--- config.mk ---
export PLATFORM = sky130hd
export DESIGN_NAME = keypad_scan
export DESIGN_NICKNAME = d
export VERILOG_FILES = /design/src/rtl/keypad_scan.sv
export SDC_FILE = /design/constraint.sdc
export NUM_CORES = 1
export LEC_CHECK = 0
export CAP_MARGIN = 10
export CELL_PAD_IN_SITES_DETAIL_PLACEMENT = 0
export CELL_PAD_IN_SITES_GLOBAL_PLACEMENT = 1
export CORE_MARGIN = 8
export CORE_UTILIZATION = 48
export CTS_CLUSTER_DIAMETER = 50
export DETAILED_ROUTE_END_ITERATION = 16
export PLACE_DENSITY = 0.79
export RECOVER_POWER = 25
export SYNTH_ARGS = -nofsm -noshare
export SYNTH_HDL_FRONTEND = slang
export SYNTH_SLANG_ARGS = --single-unit
--- constraint.sdc ---
create_clock -name clk -period 5.1 [get_ports clk]
set_input_delay 1.275 -clock clk [delete_from_list [all_inputs] [get_ports clk]]
set_output_delay 1.275 -clock clk [all_outputs]
set_load 0.03 [all_outputs]
--- src/rtl/keypad_scan.sv ---
// keypad_scan: 4x4 keypad column scanner with row synchronizer, press/release debounce
// and one-key encoding (code = row*4 + col) held valid for the whole debounced press.
module keypad_scan #(
    parameter int SCAN_DIV     = 50_000,
    parameter int DEBOUNCE_CNT = 500_000
) (
    input  logic       clk,
    input  logic       reset_p,
    input  logic [3:0] row,
    output logic [3:0] col,
    output logic [3:0] key_value,
    output logic       key_valid
);
    localparam int SW = $clog2(SCAN_DIV);
    localparam int DW = $clog2(DEBOUNCE_CNT);
    localparam logic [SW-1:0] SCAN_LAST = SW'(SCAN_DIV - 1);
    localparam logic [DW-1:0] DB_LAST   = DW'(DEBOUNCE_CNT - 1);

    typedef enum logic [1:0] {SCAN, PRESS_DB, PRESSED, RELEASE_DB} state_t;

    state_t        state_q, state_d;
    logic [3:0]    row_m_q, row_s_q;
    logic [1:0]    ci_q, ci_d, ri_q, ri_d;
    logic [SW-1:0] dwell_q, dwell_d;
    logic [DW-1:0] db_q, db_d;
    logic [3:0]    key_value_q, key_value_d;
    logic          key_valid_q, key_valid_d;
    logic          row_hit;
    logic [1:0]    row_low;

    assign row_hit   = row_s_q[ri_q];
    // lowest set row wins when several keys share the driven column
    assign row_low   = row_s_q[0] ? 2'd0 : row_s_q[1] ? 2'd1 : row_s_q[2] ? 2'd2 : 2'd3;
    assign col       = 4'b0001 << ci_q;
    assign key_value = key_value_q;
    assign key_valid = key_valid_q;

    always_comb begin
        state_d     = state_q;
        ci_d        = ci_q;
        ri_d        = ri_q;
        dwell_d     = dwell_q;
        db_d        = db_q;
        key_value_d = key_value_q;
        key_valid_d = key_valid_q;
        case (state_q)
            SCAN: begin
                if (dwell_q == SCAN_LAST) begin
                    dwell_d = '0;
                    if (|row_s_q) begin
                        ri_d    = row_low;
                        db_d    = '0;
                        state_d = PRESS_DB;
                    end else begin
                        ci_d = ci_q + 2'd1;
                    end
                end else begin
                    dwell_d = dwell_q + 1'b1;
                end
            end
            PRESS_DB: begin
                if (!row_hit) begin
                    state_d = SCAN;
                    ci_d    = ci_q + 2'd1;
                    dwell_d = '0;
                end else if (db_q == DB_LAST) begin
                    state_d     = PRESSED;
                    key_valid_d = 1'b1;
                    key_value_d = {ri_q, ci_q};
                end else begin
                    db_d = db_q + 1'b1;
                end
            end
            PRESSED: begin
                if (!row_hit) begin
                    state_d = RELEASE_DB;
                    db_d    = '0;
                end
            end
            RELEASE_DB: begin
                if (row_hit) begin
                    state_d = PRESSED;
                end else if (db_q == DB_LAST) begin
                    state_d     = SCAN;
                    ci_d        = ci_q + 2'd1;
                    dwell_d     = '0;
                    key_valid_d = 1'b0;
                    key_value_d = '0;
                end else begin
                    db_d = db_q + 1'b1;
                end
            end
            default: state_d = SCAN;
        endcase
    end

    always_ff @(posedge clk) begin
        if (reset_p) begin
            state_q     <= SCAN;
            row_m_q     <= '0;
            row_s_q     <= '0;
            ci_q        <= '0;
            ri_q        <= '0;
            dwell_q     <= '0;
            db_q        <= '0;
            key_value_q <= '0;
            key_valid_q <= 1'b0;
        end else begin
            state_q     <= state_d;
            row_m_q     <= row;
            row_s_q     <= row_m_q;
            ci_q        <= ci_d;
            ri_q        <= ri_d;
            dwell_q     <= dwell_d;
            db_q        <= db_d;
            key_value_q <= key_value_d;
            key_valid_q <= key_valid_d;
        end
    end
endmodule

==> results of run 1 <==
==> critical path, stage by stage <==
cell                            delay (ps)
sky130_fd_sc_hd__dlygate4sd3_1        1050
sky130_fd_sc_hd__or3_1                 690
sky130_fd_sc_hd__nor2_1                 70
sky130_fd_sc_hd__mux2_1                300
==> final cells by class <==
class	count	area, µm²
Inverter	9	33.78
Clock buffer	5	68.82
Multi-Input combinational cell	228	1460
Sequential cell	54	1081
Tap cell	72	90.09
Fill cell	532	2487
Timing Repair Buffer	16	155.1
Clock inverter	3	28.78
==> metal layers <==
layer,global-route usage (%),part of all wire (%)
met4,3.745,0.64
met2,22.82,48
met3,2.826,2.2
met5,0,0
met1,16.23,49
==> sequential cells by signal (all words and copies together), names as in the netlist, named ones only <==
signal and flops:
row_s_q 4, state_q 1, ci_q 2, key_value 4, db_q 19, dwell_q 16, key_valid 1, ri_q 2
row_m_q 4
==> power groups by stage <==
| stage | logic [mW] | registers (mW) | clock network, mW |
|---|---|---|---|
| floorplan | 0.0155 | 0.438 | 0 |
| finish | 0.0227 | 0.429 | 0.256 |
| detailed placement | 0.0230 | 0.439 | 0 |
| CTS | 0.0230 | 0.429 | 0.264 |
| global route | 0.0264 | 0.430 | 0.277 |
| global placement | 0.0227 | 0.439 | 0 |
==> how the worst max path moves through the flow <==
| stage | depth (start not counted) | endpoint | slack, ps |
|---|---|---|---|
| 2_1_floorplan | 4 | dwell_q[12]$_SDFFE_PP0P_ | 2690 |
| 3_3_place_gp | 4 | db_q[12]$_SDFFE_PP0P_ | 1610 |
| 3_5_place_dp | 4 | db_q[12]$_SDFFE_PP0P_ | 1610 |
| 4_1_cts | 4 | db_q[12]$_SDFFE_PP0P_ | 1960 |
| 5_1_grt | 4 | db_q[12]$_SDFFE_PP0P_ | 1690 |
| 6_report | 4 | db_q[12]$_SDFFE_PP0P_ | 1910 |
==> layout by cell type, fill, tap and decap left out, types with 2 or more instances in the layout <==
cell type,Yosys,layout
sky130_fd_sc_hd__mux2i_1,4,4
sky130_fd_sc_hd__clkbuf_8,0,5
sky130_fd_sc_hd__nand3_1,21,21
sky130_fd_sc_hd__inv_1,9,9
sky130_fd_sc_hd__nor3b_1,4,4
sky130_fd_sc_hd__xnor2_1,17,17
sky130_fd_sc_hd__ha_1,6,6
sky130_fd_sc_hd__nand4_1,7,7
sky130_fd_sc_hd__and3_1,11,11
sky130_fd_sc_hd__nand2_1,22,22
sky130_fd_sc_hd__and4_1,2,2
sky130_fd_sc_hd__a31o_2,2,2
sky130_fd_sc_hd__nor4b_2,4,4
sky130_fd_sc_hd__nand3b_1,2,2
sky130_fd_sc_hd__a21oi_1,14,14
sky130_fd_sc_hd__a21o_1,3,3
sky130_fd_sc_hd__xor2_1,7,7
sky130_fd_sc_hd__clkdlybuf4s50_1,0,13
sky130_fd_sc_hd__or3_1,2,2
sky130_fd_sc_hd__nor4_1,5,5
sky130_fd_sc_hd__nand2b_1,2,2
sky130_fd_sc_hd__o21ai_0,5,5
sky130_fd_sc_hd__nor3_2,2,2
sky130_fd_sc_hd__nor3_1,16,16
sky130_fd_sc_hd__buf_4,0,2
sky130_fd_sc_hd__nor2b_1,8,8
sky130_fd_sc_hd__dfxtp_1,54,54
sky130_fd_sc_hd__nor2_1,41,41
sky130_fd_sc_hd__and2_1,3,3
==> kinds of logic (layout without fill, tap and decap cells) <==
| kind of cell | after synthesis | count (layout) | share of synthesized area, % |
|---|---|---|---|
| and+or+nand+nor | 159 | 159 | 33.05 |
| xor gates and xnor gates | 24 | 24 | 8.000 |
| adders and majority gates | 6 | 6 | 2.857 |
| buffers and inverters | 20 | 33 | 3.285 |
| muxes | 7 | 7 | 3.238 |
| DFF | 54 | 54 | 41.14 |
| AOI/OAI and AO/OA | 32 | 32 | 8.429 |
==> synthesized netlist by cell type (2+ instances only) <==
master	instances
sky130_fd_sc_hd__dfxtp_1	54
sky130_fd_sc_hd__nor2_1	41
sky130_fd_sc_hd__nand2_1	22
sky130_fd_sc_hd__nand3_1	21
sky130_fd_sc_hd__xnor2_1	17
sky130_fd_sc_hd__nor3_1	16
sky130_fd_sc_hd__a21oi_1	14
sky130_fd_sc_hd__and3_1	11
sky130_fd_sc_hd__inv_1	9
sky130_fd_sc_hd__nor2b_1	8
sky130_fd_sc_hd__nand4_1	7
sky130_fd_sc_hd__xor2_1	7
sky130_fd_sc_hd__clkbuf_1	6
sky130_fd_sc_hd__ha_1	6
sky130_fd_sc_hd__nor4_1	5
sky130_fd_sc_hd__o21ai_0	5
sky130_fd_sc_hd__mux2i_1	4
sky130_fd_sc_hd__nor3b_1	4
sky130_fd_sc_hd__nor4b_2	4
sky130_fd_sc_hd__a21o_1	3
sky130_fd_sc_hd__and2_1	3
sky130_fd_sc_hd__buf_2	3
sky130_fd_sc_hd__a31o_2	2
sky130_fd_sc_hd__and4_1	2
sky130_fd_sc_hd__nand2b_1	2
sky130_fd_sc_hd__nand3b_1	2
sky130_fd_sc_hd__nor3_2	2
sky130_fd_sc_hd__or3_1	2
==> through the flow <==
| stage | cell area [µm²] | power [mW] |
|---|---|---|
| floorplan | 2628 | 0.4539 |
| global placement | 2820 | 0.4617 |
| detailed placement | 2820 | 0.4620 |
| CTS | 2918 | 0.7163 |
| global route | 2918 | 0.7340 |
| finish | 2918 | 0.7077 |
==> metrics list, run 1 <==
- Result of the run: finished, final reports clean
* Sw Pwr: 168.2 µW
- Average cell area after synthesis: 8.700 µm²
- Number of different library cells in the post-synthesis netlist: 48
- The number of antenna violations at the first check in global routing is 0.
- Final Max Slew Viols: 0
- Cts bufs inserted: 5
- The Yosys step of the flow raised 0 warnings.
- CTS tree: built
* Startpoint of the most critical hold path: row_m_q[3]$_SDFF_PP0_
* Logic gate share of total power: 3.2%
* Data arrival time at the worst-slack endpoint: 3390 ps
* Fraction of registers with async set or reset after synthesis: 0%
- Once detailed placement completed, the half-perimeter wirelength came to 3.643 mm.
- The H-tree was split into 2 levels.
- Fraction of post-synthesis cell area in the top cell type by area: 41.14%
* Number of synthesized flops with an enable pin: 0
- Worst min path class: register to register
- CP endpoint kind: register
- Post-Route WL: 5.117 mm
- The count of nets left with antenna violations once routing finished came out at 0.
- CTS Root Buffer Type: sky130_fd_sc_hd__clkbuf_8
- The congestion estimate from routability-driven global placement came to 0.7814.
- In this run switching power makes up 23.77% of total power.
- I/O pin count: 15
- Vias in the first global route: 2089
- At the placement stage, the worst setup path has a slack of 1608 ps.
- Summed over all failing endpoints, the final setup total negative slack is 0 ps.
- The internal portion of the total power is 539.5 µW.
- Leakage: 0.9990 nW
- Setup slack on the worst reg-to-reg path comes out at 2560 ps.
* Max FO, Critical Path: 23
- Number of synthesized register bits: 54
- Among all flip-flop cells after synthesis, the most frequent one is sky130_fd_sc_hd__dfxtp_1.
- Across every metal layer, demand over resource in global routing totals 13.28%.
- Sequential group share of total power: 60.7%
* CP required: 5310 ps
* Clock power frac: 36.1%
- The final route contains 2076 vias.
* Achievable frequency: 0.3138 GHz
* Syn Std Cell Area: 2628 µm²
* Fin nets: 326
* Clock Tree Buf Depth: 2
* Starting utilization of the core area: 48.61%
- Between clock sinks in the finished design, the worst skew comes to 4.879 ps.
- Setup violations remaining at the end of the flow were counted as 0.
- Tightest slew margin relative to the limit: 47.52%
- Crit path launch: reset_p
- Drt pass-1 iters: 4
* Number of max-capacitance violations reported: 0
- Die Y-Extent: 89.99 µm
- Power spread over the standard cell area amounts to 242.5 nW/µm².
* Clock period minus final worst setup slack: 3186 ps
- Insertion delay of the later-clocked pin in the worst-skew pair: 310 ps
- Setup repair after global routing missed its margin: no
- Fraction of layout cells with a size suffix above 1: 8.571%
- Final hold slack: 445.1 ps
- Final worst path period share: 62.48%
- Final routed wire length divided by cell count: 13.22 µm
- Final count of hold timing violations: 0
- Compared with the post-synthesis result, the final layout area differs by 11.05%.
* Worst R2R Path Depth: 7
- Startpoint of the most critical register-to-register path: dwell_q[0]$_SDFFE_PP0P_
* Antenna diode instance count: 0
* Clock transition at the registers of the reported paths: 100 ps
- The share of the Yosys chip area taken by registers is 41.14%.
* Post-layout utilization of the core: 53.98%
- For the pin with the worst max-slew slack, the measured transition is 784.6 ps.
- The floorplan step set the die width to 89.99 µm.
* Number of design rule violations left after detail routing: 0
- The path with the worst hold slack has its endpoint at row_s_q[3]$_SDFF_PP0_.
- In this run the post-CTS setup repair buffer count came out at 0.
- Hold-fix buffer count after cts: 0
* Worst vdd rail ir drop: 144.9 µV
- Floorplan Core Area: 5405 µm²
- First-pass GRT wire length: 9.308 mm
* Cell taking the most area after synthesis: sky130_fd_sc_hd__dfxtp_1
* Cells resized by post-CTS repair: 0
* Gate Count Post-Synth: 302
* Final critical-path setup slack: 1914 ps
- The endpoint identified for the worst register-to-register timing path is db_q[12]$_SDFFE_PP0P_.
- First DRT Iteration DRCs: 68
- Leftover overflow at the end of global routing: 0
- Count of buffers inserted at the top-level ports: 14
* Number of sinks driven by the clock tree: 54
- When the netlist entered floorplanning its net count stood at 314.
- Type of element launching the critical path: input pin
- Counting instances, the worst hold path has a depth of 1.
* Cells taking the most area after synthesis: sky130_fd_sc_hd__dfxtp_1 (41%), sky130_fd_sc_hd__nor2_1 (5.9%), sky130_fd_sc_hd__xnor2_1 (5.7%), sky130_fd_sc_hd__nand3_1 (4.0%), sky130_fd_sc_hd__nand2_1 (3.1%)
- Count of non-filler cells in the finished layout: 387
* Die footprint: 8097 µm²
- Cell row count: 27
* Number of placed cells counting well taps: 379
* Pin count of the biggest net entering global routing: 24
- The critical path is of the input pin to register type.
* DR vias/cell: 5.364
Note: power is estimated with default switching activity, not from simulation.
==> run 2, diff against run 1 <==
--- a/config.mk
+++ b/config.mk
@@ -9,10 +9,10 @@
 export CELL_PAD_IN_SITES_DETAIL_PLACEMENT = 0
 export CELL_PAD_IN_SITES_GLOBAL_PLACEMENT = 1
 export CORE_MARGIN = 8
-export CORE_UTILIZATION = 48
+export CORE_UTILIZATION = 45
 export CTS_CLUSTER_DIAMETER = 50
 export DETAILED_ROUTE_END_ITERATION = 16
-export PLACE_DENSITY = 0.79
+export PLACE_DENSITY = 0.74
 export RECOVER_POWER = 25
 export SYNTH_ARGS = -nofsm -noshare
 export SYNTH_HDL_FRONTEND = slang
==> constraint.sdc (replaced) <==
create_clock -name clk -period 3 [get_ports clk]
set_input_delay 0.75 -clock clk [delete_from_list [all_inputs] [get_ports clk]]
set_output_delay 0.75 -clock clk [all_outputs]
set_load 0.03 [all_outputs]
==> run 2 against run 1 <==
Net effect:
- critical path depth rose by 3
- hold slack lost 2.3 ps
- worst setup slack got worse by 1300 ps
- clock skew rose by 4.4 ps
- sequential power grew 70%
- via count shrank 0.34%
- power rose by 80%
==> metrics list, run 2 (synthesis gave the netlist of run 1 again) <==
- Sequential group share of total power: 57.3% (-3.4 points)
- The average vias per placed instance came to 5.251 (-2.1%).
* Area grow syn2layout: 12.90%
* Fraction of layout cells with a size suffix above 1: 9.404% (+0.83 points)
* Number of max-capacitance violations reported: 0 (unchanged)
- Post-Route WL: 5.385 mm (+5.2%)
- CTS tree: built
- The leakage dissipation was 1.030 nW (+3.1%).
* Final worst path period share: 80.88%
- The post-route antenna net violation count came to 0 (unchanged).
- Subtracting the final worst setup slack from the clock period gives 2426 ps.
* Cells resized by post-CTS repair: 0 (unchanged)
- The horizontal die dimension was 92.41 µm (+2.7%).
- Final count of hold timing violations: 0 (unchanged)
- Switching part of the total power: 21.60% (-2.2 points)
- The run finished with clean final reports.
- The clock slew seen by the registers of the worst setup and hold paths is 100 ps (about the same).
- Combined buffer and inverter count along the critical path: 0 (-1)
* Filler cells: 561 (+5.5%)
- Sequential cell area in the final layout: 1081 µm² (unchanged)
- The maximum fanout along the worst path is 14 (-39%).
- Number of sinks driven by the clock tree: 54 (unchanged)
* Setup clock skew after layout: 9.236 ps (+4.357 ps)
- Top reg by flops: db_q
- The largest registers in the layout are db_q (19), dwell_q (16).
* CP endpoint kind: register
- GRT Resource Usage Total: 13.24% (-0.039 points)
- The setup slack at placement came to 551.1 ps (-1057 ps).
- Count of buffers inserted at the top-level ports: 14 (unchanged)
- Insertion delay of the later-clocked pin in the worst-skew pair: 310 ps (about the same)
- Final routed wire length divided by cell count: 13.67 µm (+3.4%)
- Fin nets: 330 (+1.2%)
- Power density cells: 429.6 nW/µm² (+77%)
- Critical Path, Cell by Cell: ha_1 > and3_1 > nand4_2 > o311a_4 > or2_1 > nor3_2 > mux2_1
- The detailed-routing iteration count for the pre-antenna-repair pass came to 4 (unchanged).
* Final critical-path setup slack: 573.6 ps (-1340 ps)
- Delay-heaviest family, CP: simple AND/OR/NAND/NOR gates
- Pin count of the biggest net entering global routing: 19 (-21%)
* Floorplan Core Area: 5781 µm² (+6.9%)
* Final Max Slew Viols: 0 (unchanged)
- Post-CTS setup buffer count: 0 (unchanged)
- Dpl hpwl: 4.051 mm (+11%)
- CTS Root Buffer Type: sky130_fd_sc_hd__clkbuf_8
- Number of antenna violations at the first check in global routing: 0 (unchanged)
* First DRT Iteration DRCs: 108 (+59%)
- Achievable frequency: 0.4121 GHz
- The vias after detailed routing is 2069 (-0.34%).
* Vias in the first global route: 2055 (-1.6%)
- Delay contributed by the slowest stage of the critical path: 470 ps (-580 ps)
* Final setup fails: 0 (unchanged)
- Clock Tree Buf Depth: 2 (unchanged)
- The global-route wire length before repair is 9.404 mm (+1.0%).
- Total negative slack: 0 ps (unchanged)
* Cts bufs inserted: 5 (unchanged)
- Internal power: 999.3 µW (+85%)
* Commonest non-fill, non-tap cells in the layout: sky130_fd_sc_hd__dfxtp_1 (54), sky130_fd_sc_hd__nor2_1 (41), sky130_fd_sc_hd__nand2_1 (22)
- The maximum vdd drop is 306.3 µV (+110%).
- The die area came to 8540 µm² (+5.5%).
- Setup repair after global routing missed its margin: no
- Most frequent standard cell in the layout excluding fill and tap cells: sky130_fd_sc_hd__dfxtp_1
- Antenna diode instance count: 0 (unchanged)
- Slew at the pin closest to its max-slew limit: 825.4 ps (+40.80 ps)
- Data arrival time at the worst-slack endpoint: 2620 ps (-770 ps)
- The flip-flop count of the largest register, all copies and words added came to 19 (unchanged).
- Tightest slew margin relative to the limit: 44.47% (-3.1 points)
* Hold-fix buffer count after cts: 0 (unchanged)
* Critical Path Slowest Stage Cell: sky130_fd_sc_hd__o311a_4
- The number of placed I/O pins is 15 (unchanged).
- The worst setup path is of the register to register kind.
* Clock power frac: 39.3% (+3.2 points)
- The initial cell density of the core came to 45.45% (-3.2 points).
- The placer congestion estimate was 0.7797 (-0.22%).
- The vertical die dimension is 92.41 µm (+2.7%).
- The placement row count was 28 (+3.7%).
- Area of combinational cells with multiple inputs: 1460 µm² (unchanged)
- The count of unresolved DRC violations after routing was 0 (unchanged).
- The data required time at the worst endpoint is 3190 ps (-2120 ps).
* Worst min path class: register to register
* Type of element launching the critical path: register
- H-tree level count: 2 (unchanged)
- Leftover overflow at the end of global routing: 0 (unchanged)
- The power dissipated by switching net loads came to 275.2 µW (+64%).
- The portion of total power attributed to combinational logic is 3.4% (+0.2 points).
[run 2: cell count changes in the layout (fill, tap and decap cells not counted)]
cell,change
sky130_fd_sc_hd__inv_6,+1
sky130_fd_sc_hd__inv_8,-1
sky130_fd_sc_hd__clkbuf_1,+1
sky130_fd_sc_hd__clkinv_4,-1
sky130_fd_sc_hd__clkdlybuf4s50_1,-2
sky130_fd_sc_hd__dlygate4sd3_1,+2
sky130_fd_sc_hd__bufinv_16,+1
sky130_fd_sc_hd__buf_4,+3
[run 2: power by group through the flow]
stage / sequential, mW / combinational (mW) / clock [mW]
global placement: 0.746 / 0.0441 / 0
CTS: 0.730 / 0.0446 / 0.519
global route: 0.732 / 0.0478 / 0.549
finish: 0.730 / 0.0430 / 0.501
floorplan: 0.745 / 0.0264 / 0
detailed placement: 0.747 / 0.0446 / 0
[run 2: layer usage]
layer  vias to the layer above  part of all wire [%]  track usage, %
met1                       957                    48           16.21
li1                       1088                     -               -
met5                         -                     0               0
met4                         0                   1.1           3.624
met2                        18                    48           22.77
met3                         6                   2.1           2.913
[run 2: path summary, 6_finish.rpt]
kind	from	slack (ps)	cells past startpoint	end
setup reg to reg	dwell_q[0]$_SDFFE_PP0P_	570	7	db_q[12]$_SDFFE_PP0P_
hold reg to reg	row_m_q[2]$_SDFF_PP0_	440	1	row_s_q[2]$_SDFF_PP0_
setup / recovery	dwell_q[0]$_SDFFE_PP0P_	570	7	db_q[12]$_SDFFE_PP0P_
hold / removal	row_m_q[2]$_SDFF_PP0_	440	1	row_s_q[2]$_SDFF_PP0_
[run 2: final cells by class]
| class | count | share of cell area, % |
|---|---|---|
| inverters | 9 | 1.139 |
| flip-flops and latches | 54 | 36.44 |
| multi-input cells | 228 | 49.22 |
| well taps | 75 | 3.163 |
| clock inverters | 3 | 1.603 |
| repair buffers | 20 | 6.116 |
| clock buffers | 5 | 2.320 |
[run 2: metrics by stage]
step	power [mW]	area (µm²)	hold WS [ps]	util (%)	std cells
5_1_grt	1.328	2967	458.2	51.32	394
2_1_floorplan	0.7716	2628	413.8	-	302
6_report	1.274	2967	442.8	51.32	394
3_3_place_gp	0.7903	2854	417.1	49.37	386
3_5_place_dp	0.7913	2854	420.4	49.37	386
4_1_cts	1.293	2970	445.2	51.39	394
==> run 3, diff against run 2 <==
==> constraint.sdc (replaced) <==
create_clock -name clk -period 2.47 [get_ports clk]
set_input_delay 0.6175 -clock clk [delete_from_list [all_inputs] [get_ports clk]]
set_output_delay 0.6175 -clock clk [all_outputs]
set_load 0.03 [all_outputs]
==> run 3 against run 2 <==
Net effect:
- cell count is 4.8% higher
- count of clock-buffer cells in the layout stayed put
- largest cell class unchanged
- highest routed layer unchanged
- maximum frequency is 4.8% higher
- critical path type unchanged
- via count is 4.3% higher
==> metrics list, run 3 (synthesis gave the netlist of run 1 again) <==
- Count of buffers inserted at the top-level ports: 14 (unchanged)
- The DRC marker count from the first detailed-route iteration was 53 (-51%).
* Number of sinks driven by the clock tree: 54 (unchanged)
* Leakage: 1.119 nW (+8.6%)
- From synthesis to final layout, the design area changed by 18.19%.
- The data required time at the worst endpoint came to 2670 ps (-520 ps).
- The detailed-routing iteration count for the pre-antenna-repair pass came to 4 (unchanged).
* Startpoint of the most critical register-to-register path: dwell_q[0]$_SDFFE_PP0P_
- TritonCTS built the clock tree.
* Post-place setup slack: 180.5 ps (-370.6 ps)
- Cts bufs inserted: 5 (unchanged)
- Die footprint: 8540 µm² (unchanged)
- Met2 WL post-DR: 2.633 mm (+1.2%)
- The post-route antenna net violation count came to 0 (unchanged).
- Hold endpoint: row_s_q[2]$_SDFF_PP0_
* Vias in the first global route: 2062 (+0.34%)
- The maximum buffer depth of the clock tree came to 2 (unchanged).
- The maximum vdd drop came to 258.6 µV (-16%).
- The number of nets in the layout is 349 (+5.8%).
* Commonest non-fill, non-tap cells in the layout: sky130_fd_sc_hd__dfxtp_1 (54), sky130_fd_sc_hd__nor2_1 (41), sky130_fd_sc_hd__buf_4 (23)
* Clock transition at the registers of the reported paths: 100 ps (about the same)
- Type of element launching the critical path: register
* Met3 wirelength from detailed routing: 122 µm (+6.1%)
- Counting flops per register, the top entry is db_q.
- The placer congestion estimate is 0.7724 (-0.94%).
* Power density cells: 503.5 nW/µm² (+17%)
- Achievable frequency: 0.4321 GHz (+4.8%)
- Leaving out fill and tap cells, the most frequent cell in the layout is sky130_fd_sc_hd__dfxtp_1.
- The tree is rooted in a sky130_fd_sc_hd__clkbuf_8.
- The vias after detailed routing was 2157 (+4.3%).
- The flow ran to the end, and the final reports show no timing, DRC or antenna violations.
* DR vias/cell: 5.223 (-0.54%)
- Total negative slack: 0 ps (unchanged)
- The HPWL reported at the end of detailed placement is 4.066 mm (+0.38%).
* Hold Crit Depth: 1 (unchanged)
- Number of max-capacitance violations reported: 0 (unchanged)
- Leftover overflow at the end of global routing: 0 (unchanged)
* Number of design rule violations left after detail routing: 0 (unchanged)
* Pin count of the biggest net entering global routing: 19 (unchanged)
- Setup repair after global routing left no endpoint under its margin.
- Final count of hold timing violations: 0 (unchanged)
- Die Y-Extent: 92.41 µm (unchanged)
* Post-CTS setup buffer count: 0 (unchanged)
* GRT Resource Usage Total: 13.34% (+0.10 points)
- The transition time at the pin with the least slew margin is 672.9 ps (-152.5 ps).
- Fraction of layout cells with a size suffix above 1: 14.20% (+4.8 points)
- Final critical-path setup slack: 155.7 ps (-417.9 ps)
* Tightest slew margin relative to the limit: 55.14% (+11 points)
- The critical path data arrival time is 2520 ps (-100 ps).
- The count of antenna diodes in the layout came to 0 (unchanged).
- I/O pin count: 15 (unchanged)
- The number of antenna violations at the first check in global routing was 0 (unchanged).
- Worst min path class: register to register
* Worst Setup Path Type: register to register
* Setup clock skew after layout: 4.227 ps (-5.009 ps)
- Max layer used: met4
* Minimum setup slack among reg-to-reg paths: 160 ps (-420 ps)
* Final setup fails: 0 (unchanged)
- The placeable core region was 5781 µm² (unchanged).
* Clock period minus final worst setup slack: 2314 ps (-112.1 ps)
* Cell row count: 28 (unchanged)
* Final worst path period share: 93.70% (+13 points)
- Final routed wire length divided by cell count: 12.98 µm (-5.0%)
- Die boundary width: 92.41 µm (unchanged)
- The global-route wire length before repair was 9.487 mm (+0.88%).
- Max FO, Critical Path: 6 (-8)
- Worst R2R Path Depth: 7 (unchanged)
- Worst reg2reg path endpoint: db_q[12]$_SDFFE_PP0P_
- M1 WL: 2.560 mm (-1.9%)
- Starting utilization of the core area: 45.45% (unchanged)
- Insertion delay of the later-clocked pin in the worst-skew pair: 310 ps (about the same)
- Largest registers: db_q (19), dwell_q (16)
- The flip-flop count of the largest register, all copies and words added is 19 (unchanged).
- H-tree level count: 2 (unchanged)
* Final Max Slew Viols: 0 (unchanged)
- Post-Route WL: 5.360 mm (-0.46%)
- CP endpoint kind: register
- Startpoint of the most critical hold path: row_m_q[2]$_SDFF_PP0_
run 3: worst max-delay path by stage:
| stage | from | to | slack (ps) | cells past startpoint |
|---|---|---|---|---|
| floorplan | dwell_q[0]$_SDFFE_PP0P_ | db_q[12]$_SDFFE_PP0P_ | 290 | 8 |
| global placement | dwell_q[0]$_SDFFE_PP0P_ | db_q[12]$_SDFFE_PP0P_ | 230 | 7 |
| detailed placement | dwell_q[0]$_SDFFE_PP0P_ | db_q[12]$_SDFFE_PP0P_ | 180 | 7 |
| CTS | dwell_q[0]$_SDFFE_PP0P_ | db_q[12]$_SDFFE_PP0P_ | 150 | 7 |
| global route | dwell_q[0]$_SDFFE_PP0P_ | db_q[12]$_SDFFE_PP0P_ | 50 | 7 |
| finish | dwell_q[0]$_SDFFE_PP0P_ | db_q[12]$_SDFFE_PP0P_ | 160 | 7 |
run 3: per-layer routing:
| layer | track usage (%) | vias to the layer above |
|---|---|---|
| met1 | 16.60 | 1018 |
| met5 | 0 | - |
| met2 | 22.65 | 15 |
| li1 | - | 1120 |
| met4 | 3.624 | 0 |
| met3 | 2.913 | 4 |
run 3: through the flow:
| stage | hold WS, ps | utilization (%) | instances | total power [mW] | cell area, µm² |
|---|---|---|---|---|---|
| 3_3_place_gp | 416.5 | 51.84 | 405 | 0.9638 | 2997 |
| 2_1_floorplan | 413.8 | - | 302 | 0.9371 | 2628 |
| 4_1_cts | 449.6 | 53.87 | 413 | 1.584 | 3114 |
| 5_1_grt | 461.6 | 53.72 | 413 | 1.628 | 3105 |
| 3_5_place_dp | 423.9 | 51.84 | 405 | 0.9646 | 2997 |
| 6_report | 445.1 | 53.72 | 413 | 1.564 | 3105 |
run 3: worst max-delay path, stage by stage, from the launching register on:
cell and delay [ps]:
sky130_fd_sc_hd__dfxtp_1 380, sky130_fd_sc_hd__ha_1 200, sky130_fd_sc_hd__and3_1 240, sky130_fd_sc_hd__nand4_2 150
sky130_fd_sc_hd__o311a_4 420, sky130_fd_sc_hd__or2_1 310, sky130_fd_sc_hd__nor3_2 180, sky130_fd_sc_hd__mux2_1 330
run 3: cell type report:
type,instances,area [µm²]
fillers,573,2675
multi-input cells,228,1459
flip-flops and latches,54,1081
repair buffers,39,320.3
well taps,75,93.84
clock buffers,5,68.82
clock inverters,3,48.80
inverters,9,33.78
run 3: where the power goes:
part	switching, mW	total [mW]	internal, mW
clock	0.312	0.621	0.309
combinational	0.0279	0.0558	0.0278
sequential	0.00595	0.886	0.881
run 3: timing repair:
action,4_1_cts,5_1_grt
gates resized for setup,0,1
endpoints found under the setup margin,0,2
hold buffers,0,0
hold endpoints to repair,0,0
